`config.mk`:
```
export PLATFORM = sky130hd
export DESIGN_NAME = rmii_tx_serializer_flat
export DESIGN_NICKNAME = d
export VERILOG_FILES = /design/src/rtl/rmii_tx_serializer_if.sv /design/src/rtl/rmii_tx_serializer.sv /design/src/flat_wrapper.sv
export SDC_FILE = /design/constraint.sdc
export NUM_CORES = 1
export LEC_CHECK = 0
export ABC_AREA = 1
export BUFFER_PORTS_ARGS = -buffer_cell sky130_fd_sc_hd__buf_4
export CAP_MARGIN = 25
export CORE_UTILIZATION = 55
export DETAILED_ROUTE_END_ITERATION = 7
export HOLD_SLACK_MARGIN = 0.08
export PLACE_DENSITY = 0.77
export SLEW_MARGIN = 40
export SYNTH_ARGS = -nofsm -noshare
export SYNTH_HDL_FRONTEND = slang
export SYNTH_SLANG_ARGS = --single-unit
export TNS_END_PERCENT = 30
```
`constraint.sdc`:
```
create_clock -name clk -period 2.2 [get_ports clk]
set_input_delay 0.11 -clock clk [delete_from_list [all_inputs] [get_ports clk]]
set_output_delay 0.11 -clock clk [all_outputs]
set_load 0.02 [all_outputs]
```
`src/rtl/rmii_tx_serializer_if.sv`:
```
// ---------------------------------------------------------------------------
// rmii_tx_serializer_if
//
// Purpose: bundles the upstream byte stream and the RMII TX pin signals of
// rmii_tx_serializer into one interface.
//
// Signals:
//   axiiv     upstream byte valid
//   axiid     upstream byte (8 bits)
//   axiilast  axiid is the final byte of the frame
//   axiir     serializer ready for a byte
//   txen      RMII TX_EN
//   txd       RMII TXD[1:0]
//   underrun  one-cycle pulse when a frame is cut short for lack of data
//
// Handshake: a byte transfers on a rising clk edge where axiiv && axiir.
// The source may raise axiiv at any time and must hold axiid/axiilast stable
// while axiiv is high and no transfer has happened; the serializer may drop
// axiir at any time without waiting for axiiv. axiid/axiilast are
// don't-care while axiiv is low.
//
// Modports:
//   master  byte source / pin observer (frame builder side)
//   slave   the serializer itself
// ---------------------------------------------------------------------------
interface rmii_tx_serializer_if;
    logic       axiiv;
    logic [7:0] axiid;
    logic       axiilast;
    logic       axiir;
    logic       txen;
    logic [1:0] txd;
    logic       underrun;

    modport master (
        output axiiv, axiid, axiilast,
        input  axiir, txen, txd, underrun
    );

    modport slave (
        input  axiiv, axiid, axiilast,
        output axiir, txen, txd, underrun
    );
endinterface

```
`src/rtl/rmii_tx_serializer.sv`:
```
// ---------------------------------------------------------------------------
// rmii_tx_serializer
//
// Purpose: turns a valid/ready byte stream into RMII TX dibits (LSB dibit
// first, one byte per 4 clk cycles) with TX_EN framing. Each frame is
// optionally preceded by preamble + SFD and is always followed by an
// inter-packet gap during which no new byte is accepted. If upstream fails
// to supply the next byte of an unfinished frame in time, the frame is
// truncated and underrun pulses for one cycle.
//
// Build option: define RMII_TX_PREAMBLE_EN to insert PREAMBLE_BYTES x 0x55
// plus the SFD 0xD5 ahead of every frame. Without it, the first payload
// dibit goes out the cycle after acceptance and upstream supplies any
// preamble itself.
//
// Ports:
//   clk        RMII reference clock (50 MHz)
//   rst        synchronous, active-high reset
//   bus        rmii_tx_serializer_if.slave (byte stream in, RMII pins out)
//   fsm_state  current FSM state encoding, for debug/observation
//
// Parameters:
//   PREAMBLE_BYTES  number of 0x55 bytes before the SFD
//   IFG_CYCLES      txen-low cycles enforced after each frame
// ---------------------------------------------------------------------------
module rmii_tx_serializer #(
    parameter int PREAMBLE_BYTES = 7,
    parameter int IFG_CYCLES     = 48
) (
    input  logic                 clk,
    input  logic                 rst,
    rmii_tx_serializer_if.slave  bus,
    output logic [1:0]           fsm_state
);

    localparam int PRE_DIBITS = PREAMBLE_BYTES * 4 + 4;
    localparam int MAX_COUNT  = (PRE_DIBITS > IFG_CYCLES) ? PRE_DIBITS : IFG_CYCLES;
    localparam int CNT_W      = (MAX_COUNT > 1) ? $clog2(MAX_COUNT) : 1;

    localparam logic [CNT_W-1:0] IFG_LAST = CNT_W'(IFG_CYCLES - 1);
`ifdef RMII_TX_PREAMBLE_EN
    localparam logic [CNT_W-1:0] PRE_LAST = CNT_W'(PRE_DIBITS - 1);
`endif

    typedef enum logic [1:0] {
        IDLE     = 2'd0,
`ifdef RMII_TX_PREAMBLE_EN
        PREAMBLE = 2'd1,
`endif
        PAYLOAD  = 2'd2,
        IFG      = 2'd3
    } state_t;

    state_t           state, state_n;
    logic [CNT_W-1:0] cnt, cnt_n;      // preamble dibit / IFG cycle count
    logic [1:0]       idx, idx_n;      // dibit index within the held byte
    logic [7:0]       byte_q, byte_n;  // byte being shifted out
    logic             last_q, last_n;  // held byte ends the frame

    logic             accept;
    logic             txen_n;
    logic [1:0]       txd_n;
    logic             axiir_n;
    logic             underrun_n;

    assign fsm_state = state;
    assign accept    = bus.axiiv && bus.axiir;

    // Next-state logic. The outputs below are derived from the *next* state
    // so that every pin is a flop yet still lines up with the state it
    // belongs to.
    always_comb begin
        state_n    = state;
        cnt_n      = cnt;
        idx_n      = idx;
        byte_n     = byte_q;
        last_n     = last_q;
        underrun_n = 1'b0;

        case (state)
            IDLE: begin
                if (accept) begin
                    byte_n = bus.axiid;
                    last_n = bus.axiilast;
                    cnt_n  = '0;
                    idx_n  = 2'd0;
`ifdef RMII_TX_PREAMBLE_EN
                    state_n = PREAMBLE;
`else
                    state_n = PAYLOAD;
`endif
                end
            end

`ifdef RMII_TX_PREAMBLE_EN
            PREAMBLE: begin
                if (cnt == PRE_LAST) begin
                    state_n = PAYLOAD;
                    cnt_n   = '0;
                    idx_n   = 2'd0;
                end else begin
                    cnt_n = cnt + CNT_W'(1);
                end
            end
`endif

            PAYLOAD: begin
                if (idx != 2'd3) begin
                    idx_n = idx + 2'd1;
                end else if (last_q) begin
                    state_n = IFG;
                    cnt_n   = '0;
                end else if (accept) begin
                    // Back-to-back byte: starts at index 0 next cycle, txen
                    // stays high across the byte boundary.
                    byte_n = bus.axiid;
                    last_n = bus.axiilast;
                    idx_n  = 2'd0;
                end else begin
                    // Upstream starved an unfinished frame: cut it here.
                    underrun_n = 1'b1;
                    state_n    = IFG;
                    cnt_n      = '0;
                end
            end

            IFG: begin
                if (cnt == IFG_LAST) begin
                    state_n = IDLE;
                    cnt_n   = '0;
                end else begin
                    cnt_n = cnt + CNT_W'(1);
                end
            end

            default: begin
                state_n = IDLE;
                cnt_n   = '0;
                idx_n   = 2'd0;
            end
        endcase

        txen_n  = 1'b0;
        txd_n   = 2'b00;
        axiir_n = 1'b0;

        case (state_n)
            IDLE: begin
                axiir_n = 1'b1;
            end
`ifdef RMII_TX_PREAMBLE_EN
            PREAMBLE: begin
                // 0x55 and the first three SFD dibits are all 01; only the
                // final SFD dibit (top of 0xD5) differs.
                txen_n = 1'b1;
                txd_n  = (cnt_n == PRE_LAST) ? 2'b11 : 2'b01;
            end
`endif
            PAYLOAD: begin
                txen_n  = 1'b1;
                axiir_n = (idx_n == 2'd3) && !last_n;
                case (idx_n)
                    2'd0:    txd_n = byte_n[1:0];
                    2'd1:    txd_n = byte_n[3:2];
                    2'd2:    txd_n = byte_n[5:4];
                    default: txd_n = byte_n[7:6];
                endcase
            end
            default: begin
            end
        endcase
    end

    always_ff @(posedge clk) begin
        if (rst) begin
            state        <= IDLE;
            cnt          <= '0;
            idx          <= 2'd0;
            byte_q       <= 8'h00;
            last_q       <= 1'b0;
            bus.txen     <= 1'b0;
            bus.txd      <= 2'b00;
            bus.axiir    <= 1'b0;
            bus.underrun <= 1'b0;
        end else begin
            state        <= state_n;
            cnt          <= cnt_n;
            idx          <= idx_n;
            byte_q       <= byte_n;
            last_q       <= last_n;
            bus.txen     <= txen_n;
            bus.txd      <= txd_n;
            bus.axiir    <= axiir_n;
            bus.underrun <= underrun_n;
        end
    end

endmodule

```
`src/flat_wrapper.sv`:
```
// flat-port wrapper written by rule: the top's interface ports become plain ports
module rmii_tx_serializer_flat 
#(
    parameter int PREAMBLE_BYTES = 7,
    parameter int IFG_CYCLES     = 48
)
  (clk, rst, fsm_state, bus_axiiv, bus_axiid, bus_axiilast, bus_axiir, bus_txen, bus_txd, bus_underrun);
  rmii_tx_serializer_if bus_i ();
  input  logic clk;
  input  logic rst;
  output logic [1:0] fsm_state;
  input wire logic [$bits(bus_i.axiiv)-1:0] bus_axiiv;
  input wire logic [$bits(bus_i.axiid)-1:0] bus_axiid;
  input wire logic [$bits(bus_i.axiilast)-1:0] bus_axiilast;
  output wire logic [$bits(bus_i.axiir)-1:0] bus_axiir;
  output wire logic [$bits(bus_i.txen)-1:0] bus_txen;
  output wire logic [$bits(bus_i.txd)-1:0] bus_txd;
  output wire logic [$bits(bus_i.underrun)-1:0] bus_underrun;
  assign bus_i.axiiv = bus_axiiv;
  assign bus_i.axiid = bus_axiid;
  assign bus_i.axiilast = bus_axiilast;
  assign bus_axiir = bus_i.axiir;
  assign bus_txen = bus_i.txen;
  assign bus_txd = bus_i.txd;
  assign bus_underrun = bus_i.underrun;
  rmii_tx_serializer #(.PREAMBLE_BYTES(PREAMBLE_BYTES), .IFG_CYCLES(IFG_CYCLES)) u_core (.clk(clk), .rst(rst), .bus(bus_i), .fsm_state(fsm_state));
endmodule
```
**Word level (Yosys, flattened, before mapping)**

Cells that the tools add are included.

- Input bits: 12
- Flip-flop bits (word level): 24
- Logic and storage cells: 62
- Memories kept: 0
- Bits in writable memories: 0
- Latch bits: 0
- ROM bits: 0
- Output and inout bits: 7

- $mul: 0
- Equality and inequality tests: 11
- Bitwise operators: 2
- $lt $le $gt $ge: 0
- Reduce and logical (&&, ||, !) cells: 9
- Mux-type cells: 29
- Div/mod/pow operators: 0
- Add/sub/neg operators: 2
- Shifts and indexed selects: 0

Operators with widths:

| cell | number |
|---|---|
| 6-bit two-way mux | 5 |
| 8-bit two-way mux | 3 |
| 2-bit case mux with 3 select lines | 3 |
| 6-bit case mux with 3 select lines | 1 |
| 2-bit two-way mux | 8 |
| 8-bit case mux with 2 select lines | 1 |
| 2-bit equality test, second input constant | 5 |
| 6-bit by 1-bit adder with 6-bit output, second input constant | 1 |
| 6-bit equality test, second input constant | 1 |
| 2-bit zero test | 3 |
| 1-bit two-way mux | 6 |
| 2-bit inequality test, second input constant | 2 |
| 1-bit case mux with 2 select lines | 2 |
| 4-bit OR reduction | 1 |
| 3-bit by 2-bit inequality test with 1-bit output, second input constant | 1 |
| 3-bit AND reduction | 1 |
| 2-bit by 1-bit adder with 2-bit output, second input constant | 1 |
| 2-bit by 1-bit equality test with 1-bit output, second input constant | 1 |
| 1-bit logical AND | 2 |
| 2-bit by 1-bit inequality test with 1-bit output, second input constant | 1 |
| 1-bit NOT | 2 |
| 2-bit OR reduction | 1 |
| 1-bit zero test | 1 |

**Depth between registers and ports, before layout**

Gate-level depths: netlist (run 1).

- Depth after elaboration: 8
- Mapped depth: 12

**Least setup slack after synthesis (run 1)**

Ideal clock, no wire load.

- Kind: reg-to-reg
- From: register u_core.idx[0]
- To: register u_core.bus.txd[0]
- Library setup time: 0.109 ns
- Period minus slack after synthesis: 1.450 ns
- Required time: 2.091 ns
- Slack: 0.750 ns
- Path buffers: 0
- Data arrival time: 1.341 ns
- Stages on the path, launching flop included: 11
- Cell sequence: dfxtp_1 -> ha_1 -> or2_2 -> nand2_1 -> nand2_1 -> nand2_4 -> nand2_2 -> o21ai_2 -> inv_1 -> nand2_1 -> inv_1

- Word-level cells in the longest chain between the ends: 6
- Elaborated cells on any way between the ends: 17

RTL lines:

| item | RTL line | RTL |
|---|---|---|
| start, declared | rmii_tx_serializer.sv:56 | `logic [1:0] idx, idx_n;` |
| start signal, assigned | rmii_tx_serializer.sv:188 | `idx <= idx_n;` |
| parallel branches: the longest is 6 deep, another holds 2-bit by 1-bit adder with 2-bit output | n/a |  |
| end signal, assigned | rmii_tx_serializer.sv:192 | `bus.txd <= txd_n;` |
| end, declared | rmii_tx_serializer_if.sv:42 | `output axiir, txen, txd, underrun` |

Several ways; the timed one is not identified.
A chain may end at the register's enable or synchronous reset.

**Final worst setup path (run 1)**

- From: register u_core.idx[1]
- To: register u_core.bus.txd[1]

The elaborated chain is that of the path after synthesis.

==> results of run 1 <==
[worst paths after layout]
kind	startpoint	end	slack [ps]
hold reg to reg	u_core.byte_q[7]	u_core.byte_q[7]	480
setup / recovery	u_core.idx[1]	u_core.bus.txd[1]	460
setup reg to reg	u_core.idx[1]	u_core.bus.txd[1]	460
hold / removal	bus_axiid[1]	u_core.byte_q[1]	120
[state kept, by name (all words and copies together) (netlist names)]
name	flops
u_core.bus.underrun	1
u_core.last_q	1
u_core.byte_q	8
u_core.idx	2
u_core.fsm_state	2
u_core.bus.txd	2
u_core.bus.txen	1
u_core.bus.axiir	1
u_core.cnt	6
[logic make-up after synthesis]
logic type / count (synthesis)
and+or+nand+nor: 94
buffers and inverters: 34
DFF: 24
AOI/OAI and AO/OA: 23
xor gates and xnor gates: 2
adders and majority gates: 2
[power by group through the flow]
stage          clock [mW]  combinational [mW]  sequential [mW]
2_1_floorplan           0               0.100            0.474
3_3_place_gp            0               0.145            0.469
3_5_place_dp            0               0.147            0.469
4_1_cts             0.333               0.152            0.460
5_1_grt             0.348               0.168            0.462
6_report            0.327               0.151            0.459
[cells in the mapped netlist (all sizes together)]
cell	count	area, sq um
o21ai	13	80.1
inv	31	116
a22oi	1	7.51
o211ai	1	21.3
nand3	16	90.1
or2	1	6.26
buf	2	15.0
clkbuf	1	3.75
nor3	3	15.0
nor4	1	6.26
nor3b	2	20.0
dfxtp	24	480
nand4	1	6.26
nor2	22	113
xor2	2	17.5
a21oi	8	43.8
nand2	48	223
ha	2	25.0
[metrics by stage]
step                power (mW)  hold slack, ps  std cells
floorplan                0.574             298        179
global placement         0.613             424        222
detailed placement       0.616             430        222
CTS                      0.945             114        229
global route             0.978             129        229
finish                   0.938             119        229
[final cells by class]
class / count / area [sq um]
well taps: 28 / 35.0
multi-input cells: 121 / 674
fillers: 202 / 688
repair buffers: 21 / 165
clock inverters: 1 / 30.0
flip-flops and latches: 24 / 480
inverters: 31 / 116
clock buffers: 3 / 22.5
[critical path, stage by stage (launching register included)]
cell and delay [ps]:
dfxtp_1 410, ha_1 290, nand2_1 150, nand2_2 130, nand2_2 160, nand2_1 100, o21ai_1 80, o21ai_1 150
nand3_1 100, nand2_1 60, inv_1 30
[routing by layer]
metal | global-route usage [%] | vias up | part of all wire (%)
li1 | - | 608 | -
met1 | 26.8 | 508 | 43
met2 | 38.4 | 32 | 49
met3 | 3.33 | 10 | 4.1
met4 | 12.0 | 0 | 3.5
met5 | 0 | - | 0
==> impl_metrics.env, run 1 <==
export IMPL_outcome="completed"
export IMPL_hold_depth=5
export IMPL_grt_overflow=0
export IMPL_antenna_cells=0
export IMPL_fin_util_pct=68.9
export IMPL_clk_pin_slew_ps=140
export IMPL_crit_path_start_kind="flop"
export IMPL_yosys_area_share_simple_pct=37.1
export IMPL_rsz0062_at_grt="no"
export IMPL_clockBufferDepth=2
export IMPL_p_leak_nw=0.728
export IMPL_r2r_cells=10
export IMPL_fin_nets=216
export IMPL_clock_skew_ps=4.98
export IMPL_grt_max_degree=19
export IMPL_maxCapViolations=0
export IMPL_final_common_cell="nand2_1"
export IMPL_critPathArrivalTime_ps=1990
export IMPL_critPathRequiredTime_ps=2440
export IMPL_core_rowCount=17
export IMPL_cts_setup_buffers=0
export IMPL_finalSetupTns_ps=0
export IMPL_core_area_sq_um=2210
export IMPL_synthCells=179
export IMPL_grt_pass1_wl_um=4250
export IMPL_placed_area_sq_um=1440
export IMPL_p_comb_share_pct=16.2
export IMPL_hold_viol_final=0
export IMPL_dp_slack_ps=487
export IMPL_synth_compound_area_share_pct=11.8
export IMPL_postRouteAntennaNets=0
export IMPL_first_iter_violations=19
export IMPL_ir_drop_uv=572
export IMPL_dieHeight_um=50.4
export IMPL_synth_seq_cells=24
export IMPL_grt_pass1_vias=1019
export IMPL_dieArea_sq_um=2540
export IMPL_portBuffers=18
export IMPL_num_vias=1158
export IMPL_finalInstanceArea_sq_um=1520
export IMPL_finalCritPeriodShare_pct=79.2
export IMPL_ios=19
export IMPL_endpoint_kind="flop"
export IMPL_ctsRootBufferMaster="clkbuf_4"
export IMPL_drive_above_1_share_pct=26.9
export IMPL_yosys_warnings=0
export IMPL_netSwitchingFraction_pct=26.1
export IMPL_cts_htree_levels=1
export IMPL_hold_path_class="primary input to flop"
export IMPL_crit_fanout=12
export IMPL_final_cell_mix="35 x nand2_1, 28 x inv_1, 24 x dfxtp_1"
export IMPL_grtUsageTotal_pct=22.5
export IMPL_tightest_slew_ps=325
export IMPL_synth_seq_area_share_pct=37.2
export IMPL_fmax_ghz=0.574
export IMPL_wl_per_cell_um=11.2
export IMPL_cts_buffers=3
export IMPL_critical_path_class="flop to flop"
export IMPL_synth_top_family_by_area="simple AND/OR/NAND/NOR gates"
export IMPL_powerDensity_nw_per_um2=615
export IMPL_firstDrtPassIters=5
export IMPL_syn_to_final_growth_pct=18.1
export IMPL_vias_per_cell=5.06
export IMPL_synth_fa_ha_area_share_pct=1.94
export IMPL_clock_sinks=24
export IMPL_power_internal_uw=692
export IMPL_die_w_um=50.4
export IMPL_cts_tree="built"
export IMPL_synth_cell_types=29
export IMPL_synth_xor_area_share_pct=1.36
export IMPL_gp_congestion=0.794
export IMPL_clkLatencyLatePin_ps=320
export IMPL_syn_nets=193
export IMPL_dp_hpwl_um=1950
export IMPL_seq_power_share_pct=49.0
export IMPL_clkPwrFrac_pct=34.9
export IMPL_wl_um=2570
export IMPL_fin_ws_ps=457
export IMPL_drc_errors=0
export IMPL_synth_mux_area_share_pct=0
export IMPL_maxSlewViolCount=0
export IMPL_finalCriticalPeriod_ps=1740
export IMPL_cts_resized=0
export IMPL_slew_headroom_pct=78.3
export IMPL_netlist_area_sq_um=1290
export IMPL_synth_area_per_cell_sq_um=7.21
export IMPL_setup_viol=0
export IMPL_switching_power_uw=245
export IMPL_postCtsHoldBufs=3
export IMPL_antenna_found_initial=0
export IMPL_start_util_pct=58.3
No activity file was read; power rests on OpenSTA's default activity.
==> run 2: changes to the inputs <==
--- a/config.mk
+++ b/config.mk
@@ -8,10 +8,10 @@
 export ABC_AREA = 1
 export BUFFER_PORTS_ARGS = -buffer_cell sky130_fd_sc_hd__buf_4
 export CAP_MARGIN = 25
-export CORE_UTILIZATION = 55
+export CORE_UTILIZATION = 50
 export DETAILED_ROUTE_END_ITERATION = 7
 export HOLD_SLACK_MARGIN = 0.08
-export PLACE_DENSITY = 0.77
+export PLACE_DENSITY = 0.74
 export SLEW_MARGIN = 40
 export SYNTH_ARGS = -nofsm -noshare
 export SYNTH_HDL_FRONTEND = slang
==> constraint.sdc (replaced) <==
create_clock -name clk -period 1.5 [get_ports clk]
set_input_delay 0.075 -clock clk [delete_from_list [all_inputs] [get_ports clk]]
set_output_delay 0.075 -clock clk [all_outputs]
set_load 0.02 [all_outputs]
==> run 2 against run 1 <==
Sequential share of layout area shrank 2.5 points. Utilization rose by 0.069 points. Critical endpoint unchanged. Setup slack got worse by 400 ps. Largest power group unchanged. Power rose by 52%. Critical path depth stayed put.
==> impl_metrics.env, run 2 (synthesis results as in run 1) <==
export IMPL_gp_congestion=0.882
export IMPL_dp_slack_ps=-77.3
export IMPL_ir_drop_uv=670
export IMPL_crit_fanout=6
export IMPL_fmax_ghz=0.691
export IMPL_cts_htree_levels=1
export IMPL_final_cell_mix="32 x nand2_1, 29 x buf_4, 28 x inv_1"
export IMPL_p_comb_share_pct=18.4
export IMPL_antenna_found_initial=0
export IMPL_fin_nets=228
export IMPL_dp_hpwl_um=2150
export IMPL_crit_path_start_kind="flop"
export IMPL_fillers=202
export IMPL_drc_errors=0
export IMPL_clkPwrFrac_pct=34.2
export IMPL_reg_top3="u_core.byte_q: 8 flops, u_core.cnt: 6 flops"
export IMPL_slew_headroom_pct=78.3
export IMPL_drive_above_1_share_pct=38.5
export IMPL_dpl_cell_count=231
export IMPL_clock_skew_ps=4.52
export IMPL_grtUsageTotal_pct=23.3
export IMPL_grt_overflow=0
export IMPL_clk_pin_slew_ps=150
export IMPL_regMostFlops="u_core.byte_q"
export IMPL_setup_viol=0
export IMPL_p_leak_nw=0.803
export IMPL_grt_pass1_wl_um=4710
export IMPL_num_vias=1297
export IMPL_hold_viol_final=0
export IMPL_start_util_pct=52.5
export IMPL_die_w_um=52.8
export IMPL_core_rowCount=18
export IMPL_final_common_cell="nand2_1"
export IMPL_dieHeight_um=52.8
export IMPL_switching_power_uw=390
export IMPL_ctsRootBufferMaster="clkbuf_4"
export IMPL_ios=19
export IMPL_wl_um=3100
export IMPL_seq_power_share_pct=47.5
export IMPL_clockBufferDepth=2
export IMPL_clock_sinks=24
export IMPL_vias_per_cell=5.34
export IMPL_tightest_slew_ps=323
export IMPL_hold_ws_ps=87.6
export IMPL_power_internal_mw=1.04
export IMPL_powerDensity_nw_per_um2=842
export IMPL_finalCritPeriodShare_pct=96.4
export IMPL_multi_input_area_sq_um=747
export IMPL_clkLatencyLatePin_ps=330
export IMPL_endpoint_kind="flop"
export IMPL_finalCriticalPeriod_ps=1450
export IMPL_cts_buffers=3
export IMPL_first_iter_violations=35
export IMPL_core_area_sq_um=2450
export IMPL_grt_pass1_vias=1154
export IMPL_placed_area_sq_um=1500
export IMPL_maxSlewViolCount=0
export IMPL_syn_to_final_growth_pct=31.2
export IMPL_outcome="completed"
export IMPL_fin_ws_ps=53.4
export IMPL_finalInstanceArea_sq_um=1690
export IMPL_netSwitchingFraction_pct=27.3
export IMPL_cts_tree="built"
export IMPL_ff_latch_area_sq_um=492
export IMPL_maxCapViolations=0
export IMPL_antenna_cells=0
export IMPL_final_cells=243
export IMPL_largest_reg_flops=8
export IMPL_postRouteAntennaNets=0
export IMPL_wl_per_cell_um=12.8
export IMPL_critical_path_class="flop to flop"
export IMPL_grt_max_degree=19
export IMPL_dieArea_sq_um=2790
export IMPL_portBuffers=18
export IMPL_critPathRequiredTime_ps=1750
export IMPL_critPathArrivalTime_ps=1700
export IMPL_firstDrtPassIters=4
export IMPL_hold_path_class="primary input to flop"
[run 2: cell types whose count changed in the layout (fill, tap and decap cells not counted), sizes merged]
cell   change
nand2      +1
buf       +11
[run 2: path summary, 6_finish.rpt]
kind                             to             start  slack, ps  depth (start not counted)
hold / removal     u_core.byte_q[1]      bus_axiid[1]         90                          5
hold reg to reg    u_core.byte_q[6]  u_core.byte_q[6]        480                          2
setup / recovery  u_core.bus.txd[1]     u_core.idx[1]         50                         10
setup reg to reg  u_core.bus.txd[1]     u_core.idx[1]         50                         10
[run 2: layer usage]
| layer | global-route usage (%) | wire length, um |
|---|---|---|
| met5 | 0 | 0 |
| met4 | 10.1 | 74 |
| met3 | 4.06 | 152 |
| met2 | 41.4 | 1590 |
| met1 | 26.9 | 1290 |
[run 2: through the flow]
| stage | total power [mW] | util, % | TNS (ps) |
|---|---|---|---|
| floorplan | 0.842 | - | 0 |
| global placement | 0.908 | 61.0 | -10.5 |
| detailed placement | 0.915 | 61.0 | -119 |
| CTS | 1.40 | 64.7 | 0 |
| global route | 1.47 | 69.0 | -27.6 |
| finish | 1.43 | 69.0 | 0 |
[run 2: cell type report]
| cell class | instances | share of cell area [%] |
|---|---|---|
| multi-input cells | 122 | 44.1 |
| inverters | 31 | 6.87 |
| clock inverters | 1 | 1.77 |
| clock buffers | 3 | 1.33 |
| flip-flops and latches | 24 | 29.0 |
| repair buffers | 32 | 14.6 |
| well taps | 30 | 2.22 |
[run 2: power groups by stage]
stage	Clock [mW]	Sequential [mW]	Combinational, mW
floorplan	0	0.695	0.147
global placement	0	0.686	0.221
detailed placement	0	0.687	0.228
CTS	0.489	0.674	0.239
global route	0.508	0.680	0.286
finish	0.487	0.677	0.262
[run 2: timing repair]
item | CTS | global route
hold buffers | 3 | 0
buffers inserted | 0 | 4
resized for setup | 4 | 20
hold endpoints to repair | 16 | 0
pin swaps | 0 | 5
endpoints found under the setup margin | 2 | 2
cloned | 0 | 1
[run 2: worst max-delay path, cell delays in order (launching register included)]
cell     delay, ps
dfxtp_2        360
ha_4           180
or2_4          240
nand2_2         70
nand2_2         60
nand2_4        110
nand2_4         70
o21ai_2        140
inv_1           50
nand2_1         60
inv_1           30
==> run 3: changes to the inputs <==
--- a/config.mk
+++ b/config.mk
@@ -8,6 +8,7 @@
 export ABC_AREA = 1
 export BUFFER_PORTS_ARGS = -buffer_cell sky130_fd_sc_hd__buf_4
 export CAP_MARGIN = 25
+export CORE_ASPECT_RATIO = 1.5
 export CORE_UTILIZATION = 50
 export DETAILED_ROUTE_END_ITERATION = 7
 export HOLD_SLACK_MARGIN = 0.08
==> run 3 against run 2 <==
The flow now finishes with violations (DRC). Wire length decreased by 7.3%. Clock-buffer cell count unchanged. Design area decreased by 1.2%. Global-route usage decreased by 0.082 points. Critical path depth unchanged. Power increased by 0.21%. Sequential power about the same. Combinational power about the same. Hold slack got worse by 14 ps. Die area increased by 0.14%. Critical path type unchanged. Largest cell class unchanged. Highest routed layer unchanged.
==> impl_metrics.env, run 3 (synthesis results as in run 1) <==
export IMPL_grt_max_degree=19
export IMPL_finalInstanceArea_sq_um=1670
export IMPL_clock_skew_ps=13.5
export IMPL_outcome="finished, violations left"
export IMPL_power_internal_mw=1.04
export IMPL_portBuffers=18
export IMPL_drc_errors=2
export IMPL_critPathArrivalTime_ps=1760
export IMPL_first_iter_violations=40
export IMPL_firstDrtPassIters=6
export IMPL_rsz0062_at_grt="yes"
export IMPL_clockBufferDepth=2
export IMPL_reg2reg_to="u_core.bus.txd[1]"
export IMPL_powerDensity_nw_per_um2=854
export IMPL_dpl_cell_count=226
export IMPL_regMostFlops="u_core.byte_q"
export IMPL_seq_power_share_pct=47.3
export IMPL_crit_top_cell="nand2_2"
export IMPL_whs_endpoint="u_core.byte_q[4]"
export IMPL_maxCapViolations=0
export IMPL_violations="DRC"
export IMPL_maxSlewViolCount=0
export IMPL_cts_tree="built"
export IMPL_top_layer="met4"
export IMPL_critical_path_class="flop to flop"
export IMPL_finalSetupTns_ps=0
export IMPL_core_rowCount=22
export IMPL_p_comb_share_pct=18.3
export IMPL_final_common_cell="nand2_1"
export IMPL_r2r_cells=10
export IMPL_core_area_sq_um=2450
export IMPL_antenna_cells=0
export IMPL_syn_to_final_growth_pct=29.7
export IMPL_critPathRequiredTime_ps=1770
export IMPL_cpMaxStageDelayCell="dfxtp_2"
export IMPL_crit_fanout=6
export IMPL_ctsRootBufferMaster="clkbuf_4"
export IMPL_cp_slowest_stage_delay_ps=360
export IMPL_clkLatencyLatePin_ps=340
export IMPL_finalCritPeriodShare_pct=99.8
export IMPL_final_cell_mix="33 x nand2_1, 29 x buf_4, 28 x inv_1"
export IMPL_largest_reg_flops=8
export IMPL_num_vias=1213
export IMPL_crit_path_cell_trace="ha_4 > or2_2 > nand2_2 > nand2_2 > nand2_4 > nand2_2 > o21ai_2 > inv_1 > nand2_1 > inv_1"
export IMPL_cts_buffers=3
export IMPL_routedLengthMet1_um=1090
export IMPL_fmax_ghz=0.668
export IMPL_grtUsageTotal_pct=23.2
export IMPL_switching_power_uw=384
export IMPL_p_leak_nw=0.796
export IMPL_wl_met3_um=80
export IMPL_ios=19
export IMPL_dp_hpwl_um=2180
export IMPL_hold_path_class="primary input to flop"
export IMPL_hold_depth=5
export IMPL_wl_met2_um=1650
export IMPL_wl_um=2880
export IMPL_fin_ws_ps=3.51
export IMPL_netSwitchingFraction_pct=26.9
export IMPL_clock_sinks=24
export IMPL_vias_per_cell=5.08
export IMPL_fin_nets=230
export IMPL_slew_headroom_pct=79.1
export IMPL_setup_viol=0
export IMPL_finalCriticalPeriod_ps=1500
export IMPL_die_w_um=43.5
export IMPL_start_util_pct=52.7
export IMPL_rrSetupSlack_ps=4
export IMPL_dieArea_sq_um=2790
export IMPL_grt_pass1_wl_um=4890
export IMPL_cts_htree_levels=1
export IMPL_postRouteAntennaNets=0
export IMPL_crit_path_start_kind="flop"
export IMPL_gp_congestion=0.824
export IMPL_tightest_slew_ps=312
export IMPL_drive_above_1_share_pct=36.3
export IMPL_placed_area_sq_um=1500
export IMPL_reg_top3="u_core.byte_q: 8 flops, u_core.cnt: 6 flops"
export IMPL_final_cells=239
export IMPL_endpoint_kind="flop"
export IMPL_r2r_start="u_core.idx[0]"
export IMPL_ir_drop_uv=695
export IMPL_hold_viol_final=0
export IMPL_antenna_found_initial=0
export IMPL_grt_pass1_vias=1204
export IMPL_dp_slack_ps=-38.0
export IMPL_dieHeight_um=64.2
export IMPL_grt_overflow=0
export IMPL_p_total_mw=1.43
export IMPL_wl_per_cell_um=12.0
export IMPL_holdCritStartpoint="bus_axiid[4]"
export IMPL_clkPwrFrac_pct=34.5
export IMPL_clk_pin_slew_ps=150
[run 3: cell types whose count changed in the layout (fill, tap and decap cells not counted), sizes merged]
cell,before,now
nand2,49,48
dlygate4sd3,3,6
[run 3: how the worst max path moves through the flow]
stage | cells after the start | endpoint | startpoint | slack (ps)
final | 10 | u_core.bus.txd[1] | u_core.idx[0] | 4
after global routing | 10 | u_core.bus.txd[1] | u_core.idx[0] | -80
after CTS | 10 | u_core.bus.txd[1] | u_core.idx[0] | 2
after detailed placement | 10 | u_core.bus.txd[1] | u_core.idx[1] | -40
after global placement | 10 | u_core.bus.txd[1] | u_core.idx[0] | -6
after floorplan | 10 | u_core.bus.txd[0] | u_core.idx[0] | 50
[run 3: cell type report]
| type | count | area, sq um |
|---|---|---|
| fillers | 213 | 777 |
| multi-input cells | 121 | 707 |
| flip-flops and latches | 24 | 489 |
| repair buffers | 35 | 278 |
| inverters | 31 | 116 |
| clock inverters | 1 | 30.0 |
| well taps | 24 | 30.0 |
| clock buffers | 3 | 22.5 |
[run 3: repair_timing]
item,CTS,global route
hold buffers,6,0
setup endpoints to repair,2,3
endpoints found under the hold margin,17,0
pin swaps,1,3
cloned,0,0
gates resized for setup,6,9
buffers inserted,0,3
[run 3: routing by layer]
metal | up-vias | track usage [%]
met3 | 5 | 1.69
met1 | 547 | 22.5
li1 | 635 | -
met4 | 0 | 9.38
met2 | 26 | 47.2
met5 | - | 0
[run 3: through the flow]
step / utilization (%) / hold slack [ps]
floorplan: - / 263
CTS: 66.4 / 80.8
finish: 68.3 / 73.7
global placement: 61.1 / 391
global route: 68.3 / 113
detailed placement: 61.1 / 400
[run 3: worst max-delay path, delay by kind of cell (launching register included)]
family	cells	cell delay, ps
AND/OR/NAND/NOR	6	700
adder cells (fa/ha/maj)	1	170
buffers and inverters	2	80
AO/OA/AOI/OAI	1	110
flip-flops	1	360
[run 3: power groups by stage]
stage / logic [mW] / registers, mW / clock network, mW
global route: 0.288 / 0.679 / 0.519
detailed placement: 0.231 / 0.687 / 0
global placement: 0.225 / 0.687 / 0
CTS: 0.247 / 0.673 / 0.491
floorplan: 0.147 / 0.695 / 0
finish: 0.261 / 0.675 / 0.493
